==> src/rtl/pc_sequencer_pkg.sv <==
// Shared types and constants for the PC sequencer and its return-address stack.
package pc_sequencer_pkg;

  typedef enum logic [1:0] {
    ST_BOOT = 2'd0,
    ST_RUN  = 2'd1,
    ST_TRAP = 2'd2
  } pc_state_e;

  localparam logic [31:0] DEF_RESET_VECTOR = 32'h0040_0000;
  localparam logic [31:0] DEF_EXC_VECTOR   = 32'h8000_0180;
  localparam int unsigned PC_INC           = 4;

  typedef struct packed {
    logic push;
    logic pop;
  } ras_cmd_t;

endpackage

==> src/rtl/pc_ras.sv <==
// Circular return-address stack with a saturating entry count; the oldest entry
// is overwritten when a push arrives while full.
module pc_ras
  import pc_sequencer_pkg::*;
#(
  parameter int N_BITS    = 32,
  parameter int RAS_DEPTH = 4
) (
  input  logic              clk,
  input  logic              reset,
  input  ras_cmd_t          cmd_i,
  input  logic [N_BITS-1:0] push_data_i,
  output logic [N_BITS-1:0] top_o,
  output logic              empty_o
);

  localparam int PTR_W = $clog2(RAS_DEPTH);
  localparam int CNT_W = PTR_W + 1;

  logic [PTR_W-1:0]                  ptr_q, ptr_d;
  logic [CNT_W-1:0]                  cnt_q, cnt_d;
  logic [RAS_DEPTH-1:0][N_BITS-1:0]  mem_q, mem_d;
  logic                              empty, full;

  assign empty = (cnt_q == '0);
  assign full  = (cnt_q == CNT_W'(RAS_DEPTH));

  // ptr_q always addresses the current top entry.
  always_comb begin
    ptr_d = ptr_q;
    cnt_d = cnt_q;
    mem_d = mem_q;
    if (cmd_i.push && cmd_i.pop && !empty) begin
      mem_d[ptr_q] = push_data_i;
    end else if (cmd_i.push) begin
      ptr_d        = ptr_q + PTR_W'(1);
      mem_d[ptr_d] = push_data_i;
      if (!full) cnt_d = cnt_q + CNT_W'(1);
    end else if (cmd_i.pop && !empty) begin
      ptr_d = ptr_q - PTR_W'(1);
      cnt_d = cnt_q - CNT_W'(1);
    end
  end

  always_ff @(posedge clk or negedge reset) begin
    if (!reset) begin
      ptr_q <= '0;
      cnt_q <= '0;
    end else begin
      ptr_q <= ptr_d;
      cnt_q <= cnt_d;
    end
  end

  // Storage is meaningless while count is zero, so it carries no reset.
  always_ff @(posedge clk) begin
    mem_q <= mem_d;
  end

  assign top_o   = empty ? '0 : mem_q[ptr_q];
  assign empty_o = empty;

endmodule

==> src/rtl/pc_sequencer.sv <==
// Fetch PC sequencer: boot/run/trap FSM, exception and eret handling, redirects,
// and call/return prediction through a small return-address stack.
module pc_sequencer
  import pc_sequencer_pkg::*;
#(
  parameter int                N_BITS       = 32,
  parameter logic [N_BITS-1:0] RESET_VECTOR = N_BITS'(DEF_RESET_VECTOR),
  parameter logic [N_BITS-1:0] EXC_VECTOR   = N_BITS'(DEF_EXC_VECTOR),
  parameter int                RAS_DEPTH    = 4
) (
  input  logic              clk,
  input  logic              reset,
  input  logic              stall_i,
  input  logic              redirect_valid_i,
  input  logic [N_BITS-1:0] redirect_pc_i,
  input  logic              exc_i,
  input  logic              eret_i,
  input  logic              ras_push_i,
  input  logic              ras_pop_i,
  output logic [N_BITS-1:0] pc_o,
  output logic              pc_valid_o,
  output logic [N_BITS-1:0] epc_o,
  output logic              badaddr_o,
  output logic [N_BITS-1:0] ras_top_o,
  output logic              ras_empty_o
);

  pc_state_e         state_q, state_d;
  logic [N_BITS-1:0] pc_q, pc_d;
  logic [N_BITS-1:0] epc_q, epc_d;
  logic              badaddr_q, badaddr_d;
  logic [N_BITS-1:0] pc_inc;
  logic              misalign, take_exc;
  ras_cmd_t          ras_cmd;

  assign misalign = redirect_valid_i && (redirect_pc_i[1:0] != 2'b00);
  assign take_exc = exc_i || misalign;
  assign pc_inc   = pc_q + N_BITS'(PC_INC);

  always_comb begin
    state_d   = state_q;
    pc_d      = pc_q;
    epc_d     = epc_q;
    badaddr_d = badaddr_q;
    ras_cmd   = '0;
    unique case (state_q)
      ST_BOOT, ST_TRAP: state_d = ST_RUN;
      ST_RUN: begin
        if (take_exc) begin
          pc_d      = EXC_VECTOR;
          epc_d     = pc_q;
          badaddr_d = misalign;
          state_d   = ST_TRAP;
        end else begin
          if (eret_i)                pc_d = epc_q;
          else if (redirect_valid_i) pc_d = redirect_pc_i;
          else if (!stall_i)         pc_d = pc_inc;
          // Call/return hints only count on a cycle that actually advances.
          if (!stall_i) begin
            ras_cmd.push = ras_push_i;
            ras_cmd.pop  = ras_pop_i;
          end
        end
      end
      default: state_d = ST_BOOT;
    endcase
  end

  always_ff @(posedge clk or negedge reset) begin
    if (!reset) begin
      state_q   <= ST_BOOT;
      pc_q      <= RESET_VECTOR;
      epc_q     <= '0;
      badaddr_q <= 1'b0;
    end else begin
      state_q   <= state_d;
      pc_q      <= pc_d;
      epc_q     <= epc_d;
      badaddr_q <= badaddr_d;
    end
  end

  pc_ras #(
    .N_BITS    (N_BITS),
    .RAS_DEPTH (RAS_DEPTH)
  ) u_ras (
    .clk         (clk),
    .reset       (reset),
    .cmd_i       (ras_cmd),
    .push_data_i (pc_inc),
    .top_o       (ras_top_o),
    .empty_o     (ras_empty_o)
  );

  assign pc_o       = pc_q;
  assign pc_valid_o = (state_q == ST_RUN);
  assign epc_o      = epc_q;
  assign badaddr_o  = badaddr_q;

endmodule
==> config.mk <==
export PLATFORM = sky130hd
export DESIGN_NAME = pc_sequencer
export DESIGN_NICKNAME = d
export VERILOG_FILES = /design/src/rtl/pc_sequencer_pkg.sv /design/src/rtl/pc_ras.sv /design/src/rtl/pc_sequencer.sv
export SDC_FILE = /design/constraint.sdc
export NUM_CORES = 1
export LEC_CHECK = 0
export ABC_AREA = 1
export BUFFER_PORTS_ARGS = -buffer_cell sky130_fd_sc_hd__clkbuf_2
export CAP_MARGIN = 20
export CELL_PAD_IN_SITES_DETAIL_PLACEMENT = 0
export CELL_PAD_IN_SITES_GLOBAL_PLACEMENT = 1
export CORE_MARGIN = 3
export CORE_UTILIZATION = 45
export CTS_BUF_LIST = sky130_fd_sc_hd__clkbuf_4 sky130_fd_sc_hd__clkbuf_8
export DETAILED_ROUTE_END_ITERATION = 10
export PLACE_DENSITY_LB_ADDON = 0.1
export SLEW_MARGIN = 25
export SYNTH_ARGS = -nofsm -noshare
export SYNTH_HDL_FRONTEND = slang
export SYNTH_SLANG_ARGS = --single-unit
==> constraint.sdc <==
create_clock -name clk -period 3.9 [get_ports clk]
set_input_delay 0.78 -clock clk [delete_from_list [all_inputs] [get_ports clk]]
set_output_delay 0.78 -clock clk [all_outputs]
set_load 0.01 [all_outputs]
==> results.json, run 1 <==
{
  "status": "finished, final reports clean",
  "timing.fmax_ghz": 0.334,
  "relSlewSlack_pct": 29.7,
  "vias": 8153,
  "clock_latency_ns": 0.47,
  "synth_seq_cells": 200,
  "critPathMaxFanout": 66,
  "path_cells": "buf_4, nor2_1, nor2_1, o21ai_0, a21oi_1, clkbuf_2",
  "instances_no_fill": 1592,
  "dr.pass1.iters": 5,
  "crit_cells": 6,
  "powerDensity_nw_per_um2": 651,
  "clockBufferDepth": 2,
  "core_um2": 21500,
  "maxSlewViolCount": 0,
  "synthCells": 1185,
  "cp.arrival_ns": 2.21,
  "antenna_found_initial": 0,
  "clockRootBuffer": "clkbuf_8",
  "final_nets": 1352,
  "synth_largest_area_cell": "edfxtp_1",
  "synth-async-reset-ratio_pct": 36.0,
  "setup_violations": 0,
  "rsz0062_at_grt": "false",
  "crit_required_ns": 3.12,
  "seq_area_frac_synth_pct": 56.3,
  "dp_cells": 1561,
  "fillers": 2091,
  "cts_resized": 0,
  "postCtsHoldBufs": 0,
  "grt_overflow": 0,
  "ant_nets": 0,
  "synthMuxAreaShare_pct": 0,
  "die_w_um": 155,
  "synth_area_per_cell_um2": 8.46,
  "clkSinkCount": 200,
  "synth_xor_area_share_pct": 1.48,
  "first_global_vias": 7963,
  "cp_common_cell": "nor2_1",
  "pwr-share-seq_pct": 39.0,
  "htreeDepth": 4,
  "crit_path_start_kind": "register",
  "yosys_warnings": 0,
  "synth-edff-count": 128,
  "ys_top_cells_by_count": "nor2_1, nand2_1, edfxtp_1",
  "p_switching_uw": 3320,
  "crit_type": "register to output pin",
  "cts_tree": "done",
  "synth_fa_ha_area_share_pct": 0.948,
  "synth_top_family_by_area": "simple AND/OR/NAND/NOR gates",
  "post_cts_buffers": 0,
  "cts-buffers-inserted": 17,
  "fin_crit_sh_pct": 76.7,
  "synth_top_area_share_pct": 38.3,
  "synth_cell_types": 36,
  "reg2regPathDepth": 9,
  "period_needed_ns": 2.99,
  "synth_area_leaders": "edfxtp_1, dfrtp_1, nor2_1, nand2_1, o21ai_0",
  "initial_core_util_pct": 46.7,
  "die_y_um": 155,
  "avgRoutedWirePerCell_um": 17.5,
  "drc": 0,
  "yosysMostFrequentCell": "nor2_1",
  "hold_class": "input pin to async pin",
  "synthesis.nets": 1232,
  "worst_slew_pin_slew_ns": 1.04,
  "fin_util_pct": 52.6,
  "setup_tns_ns": 0,
  "end_kind": "output pin",
  "port_buffers": 138,
  "leakage_uw": 0.00480,
  "cpLargestDelayFamily": "buffers and inverters",
  "hpwlAfterDp_mm": 19.3,
  "antennaDiodeCount": 0,
  "drive_above_1_share_pct": 17.1,
  "rows": 53,
  "drt-initial-drc-count": 626,
  "swShare_pct": 45.1,
  "ys.flop_type": "edfxtp_1",
  "synth_area_um2": 10000,
  "routed_wl_mm": 27.9,
  "dieArea_um2": 24100,
  "clk_pin_slew_ns": 0.11,
  "peakVddDrop_mv": 0.290,
  "syn_to_final_growth_pct": 12.7,
  "ios": 139,
  "crit_buf_inv": 2,
  "vias_per_cell": 5.12,
  "synth_compound_area_share_pct": 10.7,
  "internal_power_uw": 4040,
  "clock_power_share_pct": 16.8,
  "maxCapViolations": 0,
  "p_comb_share_pct": 44.3,
  "place.gp.congestion": 0.902,
  "critical_path.max_stage_delay_ns": 0.59,
  "grt_pass1_wl_mm": 44.5,
  "slowest_stage": "buf_4",
  "grt_use_total_pct": 23.6,
  "synth-simple-area-share_pct": 24.7,
  "grt_max_degree": 73,
  "timing.clock.skew_ns": 0.0175,
  "hold_viol": 0
}
area by class of cell:
class | count | area, µm² | share of cell area, %
flip-flops and latches | 200 | 5650 | 50.0
multi-input cells | 852 | 3810 | 33.7
repair buffers | 163 | 885 | 7.83
well taps | 275 | 344 | 3.04
inverters | 71 | 267 | 2.36
clock buffers | 17 | 234 | 2.07
clock inverters | 14 | 118 | 1.04
metrics by stage:
stage	total power [µW]	instance area, µm²	worst slack, ns	hold slack, ns
floorplan	4980	10000	0.319	0.429
global placement	6180	10900	0.931	0.443
detailed placement	6200	10900	0.870	0.447
CTS	7440	11300	0.860	0.461
global route	7930	11300	0.737	0.344
finish	7360	11300	0.909	0.316
path summary, 6_finish.rpt:
check / end / start / slack (ns)
setup / recovery: ras_top_o[19] / u_ras.ptr_q[0] / 0.91
hold / removal: epc_o[4] / reset / 0.32
setup reg to reg: pc_o[14] / pc_o[2] / 1.19
hold reg to reg: state_q[0] / state_q[0] / 0.46
max in group asynchronous: u_ras.ptr_q[0] / reset / 3.06
min in group clk: state_q[0] / state_q[0] / 0.46
power by group through the flow:
| stage | Sequential [µW] | Clock, µW | Combinational, µW |
|---|---|---|---|
| floorplan | 2920 | 0 | 2050 |
| global placement | 2910 | 0 | 3280 |
| detailed placement | 2910 | 0 | 3290 |
| CTS | 2860 | 1260 | 3310 |
| global route | 2910 | 1340 | 3680 |
| finish | 2870 | 1230 | 3260 |
cell families (layout without fill, tap and decap cells):
logic type,after synthesis,count (layout)
compound gates,203,203
flops,200,200
fa+ha+maj,7,7
buf+inv,133,265
simple gates,625,625
xor+xnor,17,17
cell usage in the layout, fill, tap and decap left out, drive strengths merged, types with 2 or more instances in the layout:
cell,synthesis,final
a21oi,70,70
and2,2,2
buf,24,26
clkbuf,38,154
clkinv,1,7
clkinvlp,0,2
dfrtp,71,71
edfxtp,128,128
ha,6,6
inv,70,76
nand2,241,241
nand3,31,31
nor2,347,347
o211ai,3,3
o21ai,120,120
o22ai,6,6
xnor2,2,2
xor2,15,15
sequential cells by signal, indices dropped and copies added (netlist names):
register / cells
u_ras.mem_q: 128
epc_o: 32
pc_o: 32
u_ras.cnt_q: 3
state_q: 2
u_ras.ptr_q: 2
badaddr_o: 1
routing by layer:
layer	vias to the layer above	share of wire, %	track usage, %
li1	4080	-	-
met1	3828	46	33.7
met2	229	47	38.8
met3	16	5.9	3.70
met4	0	0.88	4.59
met5	-	0	0
(Power assumes the default switching activity.)
==> run 2, diff against run 1 <==
- clock period: 3.9 -> 3.1 ns (I/O delays scaled with it)
==> run 2 against run 1 <==
  * Via count up 0.52%
  * Worst setup slack worse by 0.62 ns
  * Critical path depth shrank 1
  * Sequential share of layout area shrank 0.57 points
  * Cell area up 1.2%
  * Total power is 30% higher
  * Hold slack got worse by 0.21 ns
  * First-iteration DRC count increased by 5.9%
  * Die area unchanged
  * Sequential power is 26% higher
  * Cell count rose by 0.25%
  * Register-to-register slack lost 0.52 ns
==> results.json, run 2 (synthesis gave the netlist of run 1 again) <==
{
  "grt_use_total_pct": 23.4,
  "clockBufferDepth": 2,
  "status": "finished, final reports clean",
  "syn_to_final_growth_pct": 14.0,
  "worst_slew_pin_slew_ns": 0.831,
  "maxSlewViolCount": 0,
  "hold_viol": 0,
  "hold_class": "input pin to async pin",
  "crit_path_start_kind": "register",
  "die_y_um": 155,
  "ant_nets": 0,
  "core_um2": 21500,
  "ios": 139,
  "timing.fmax_ghz": 0.356,
  "powerDensity_nw_per_um2": 833,
  "clk_pin_slew_ns": 0.11,
  "cp.arrival_ns": 2.19,
  "relSlewSlack_pct": 44.5,
  "htreeDepth": 4,
  "port_buffers": 138,
  "clkSinkCount": 200,
  "fillers": 2098,
  "fin_hold_ws_ns": 0.105,
  "timing.clock.skew_ns": 0.0219,
  "dr.pass1.iters": 5,
  "clock_latency_ns": 0.47,
  "post_cts_buffers": 0,
  "vias_per_cell": 5.13,
  "final_cell_mix": "nor2_1, nand2_1, clkbuf_2, edfxtp_1, o21ai_0",
  "rows": 53,
  "critPathMaxFanout": 56,
  "drc": 0,
  "setup_violations": 0,
  "grt_pass1_wl_mm": 43.9,
  "largest_reg_flops": 128,
  "antenna_found_initial": 0,
  "place.gp.congestion": 0.891,
  "dieArea_um2": 24100,
  "crit_type": "register to output pin",
  "vias": 8195,
  "setup_tns_ns": 0,
  "final_nets": 1355,
  "instances_no_fill": 1596,
  "first_global_vias": 7933,
  "routed_wl_mm": 27.7,
  "antennaDiodeCount": 0,
  "end_kind": "output pin",
  "final_common_cell": "nor2_1",
  "cts-buffers-inserted": 17,
  "grt_overflow": 0,
  "dp_cells": 1564,
  "grt_max_degree": 57,
  "drt-initial-drc-count": 663,
  "leakage_uw": 0.00486,
  "initial_core_util_pct": 46.7,
  "period_needed_ns": 2.81,
  "hpwlAfterDp_mm": 18.9,
  "finalPower_uw": 9530,
  "crit_required_ns": 2.48,
  "drive_above_1_share_pct": 17.4,
  "fin_crit_sh_pct": 90.6,
  "cts_resized": 0,
  "rr_startpoint": "state_q[1]",
  "die_w_um": 155,
  "avgRoutedWirePerCell_um": 17.4,
  "clockRootBuffer": "clkbuf_8",
  "fin_util_pct": 53.2,
  "maxCapViolations": 0,
  "rsz0062_at_grt": "false",
  "cts_tree": "done",
  "setup.worst_path.start": "u_ras.ptr_q[0]",
  "postCtsHoldBufs": 0,
  "peakVddDrop_mv": 0.373,
  "regMostFlops": "u_ras.mem_q"
}
[run 2: final timing paths]
kind | end | slack (ns) | cells after the start
worst max register to register | u_ras.mem_q[41] | 0.67 | 9
worst max-delay path | ras_top_o[15] | 0.29 | 5
min in group clk | badaddr_o | 0.44 | 3
worst min-delay path | epc_o[4] | 0.11 | 1
worst min register to register | state_q[0] | 0.47 | 1
max in group asynchronous | u_ras.ptr_q[0] | 2.38 | 2
[run 2: where the power goes]
| group | leakage (µW) | internal (µW) | switching, µW |
|---|---|---|---|
| registers | 0.00217 | 3230 | 377 |
| clock network | 0.000218 | 831 | 971 |
| logic | 0.00247 | 1300 | 2810 |
[run 2: layout make-up]
cell class / instances / area, µm² / share of cell area [%]
flip-flops and latches: 200 / 5650 / 49.4
multi-input cells: 852 / 3810 / 33.3
repair buffers: 166 / 941 / 8.23
well taps: 275 / 344 / 3.01
inverters: 71 / 267 / 2.33
clock buffers: 18 / 241 / 2.11
clock inverters: 14 / 184 / 1.61
[run 2: critical path: stages, from the launching register on]
cell and delay [ns]:
dfrtp_2 0.47, inv_1 0.09, buf_4 0.45, o21ai_0 0.18, a21oi_1 0.33, clkbuf_2 0.20
[run 2: metal layers]
metal	vias up	global-route usage (%)	share of wire, %
met5	-	0	0
met4	0	5.50	1.5
met3	27	3.53	5.1
met2	212	37.9	47
met1	3860	33.4	46
li1	4096	-	-
[run 2: per-stage QoR]
| stage | area, µm² | worst slack [ns] |
|---|---|---|
| floorplan | 10000 | 0.191 |
| global placement | 11000 | 0.341 |
| detailed placement | 11000 | 0.262 |
| CTS | 11400 | 0.270 |
| global route | 11400 | 0.156 |
| finish | 11400 | 0.292 |
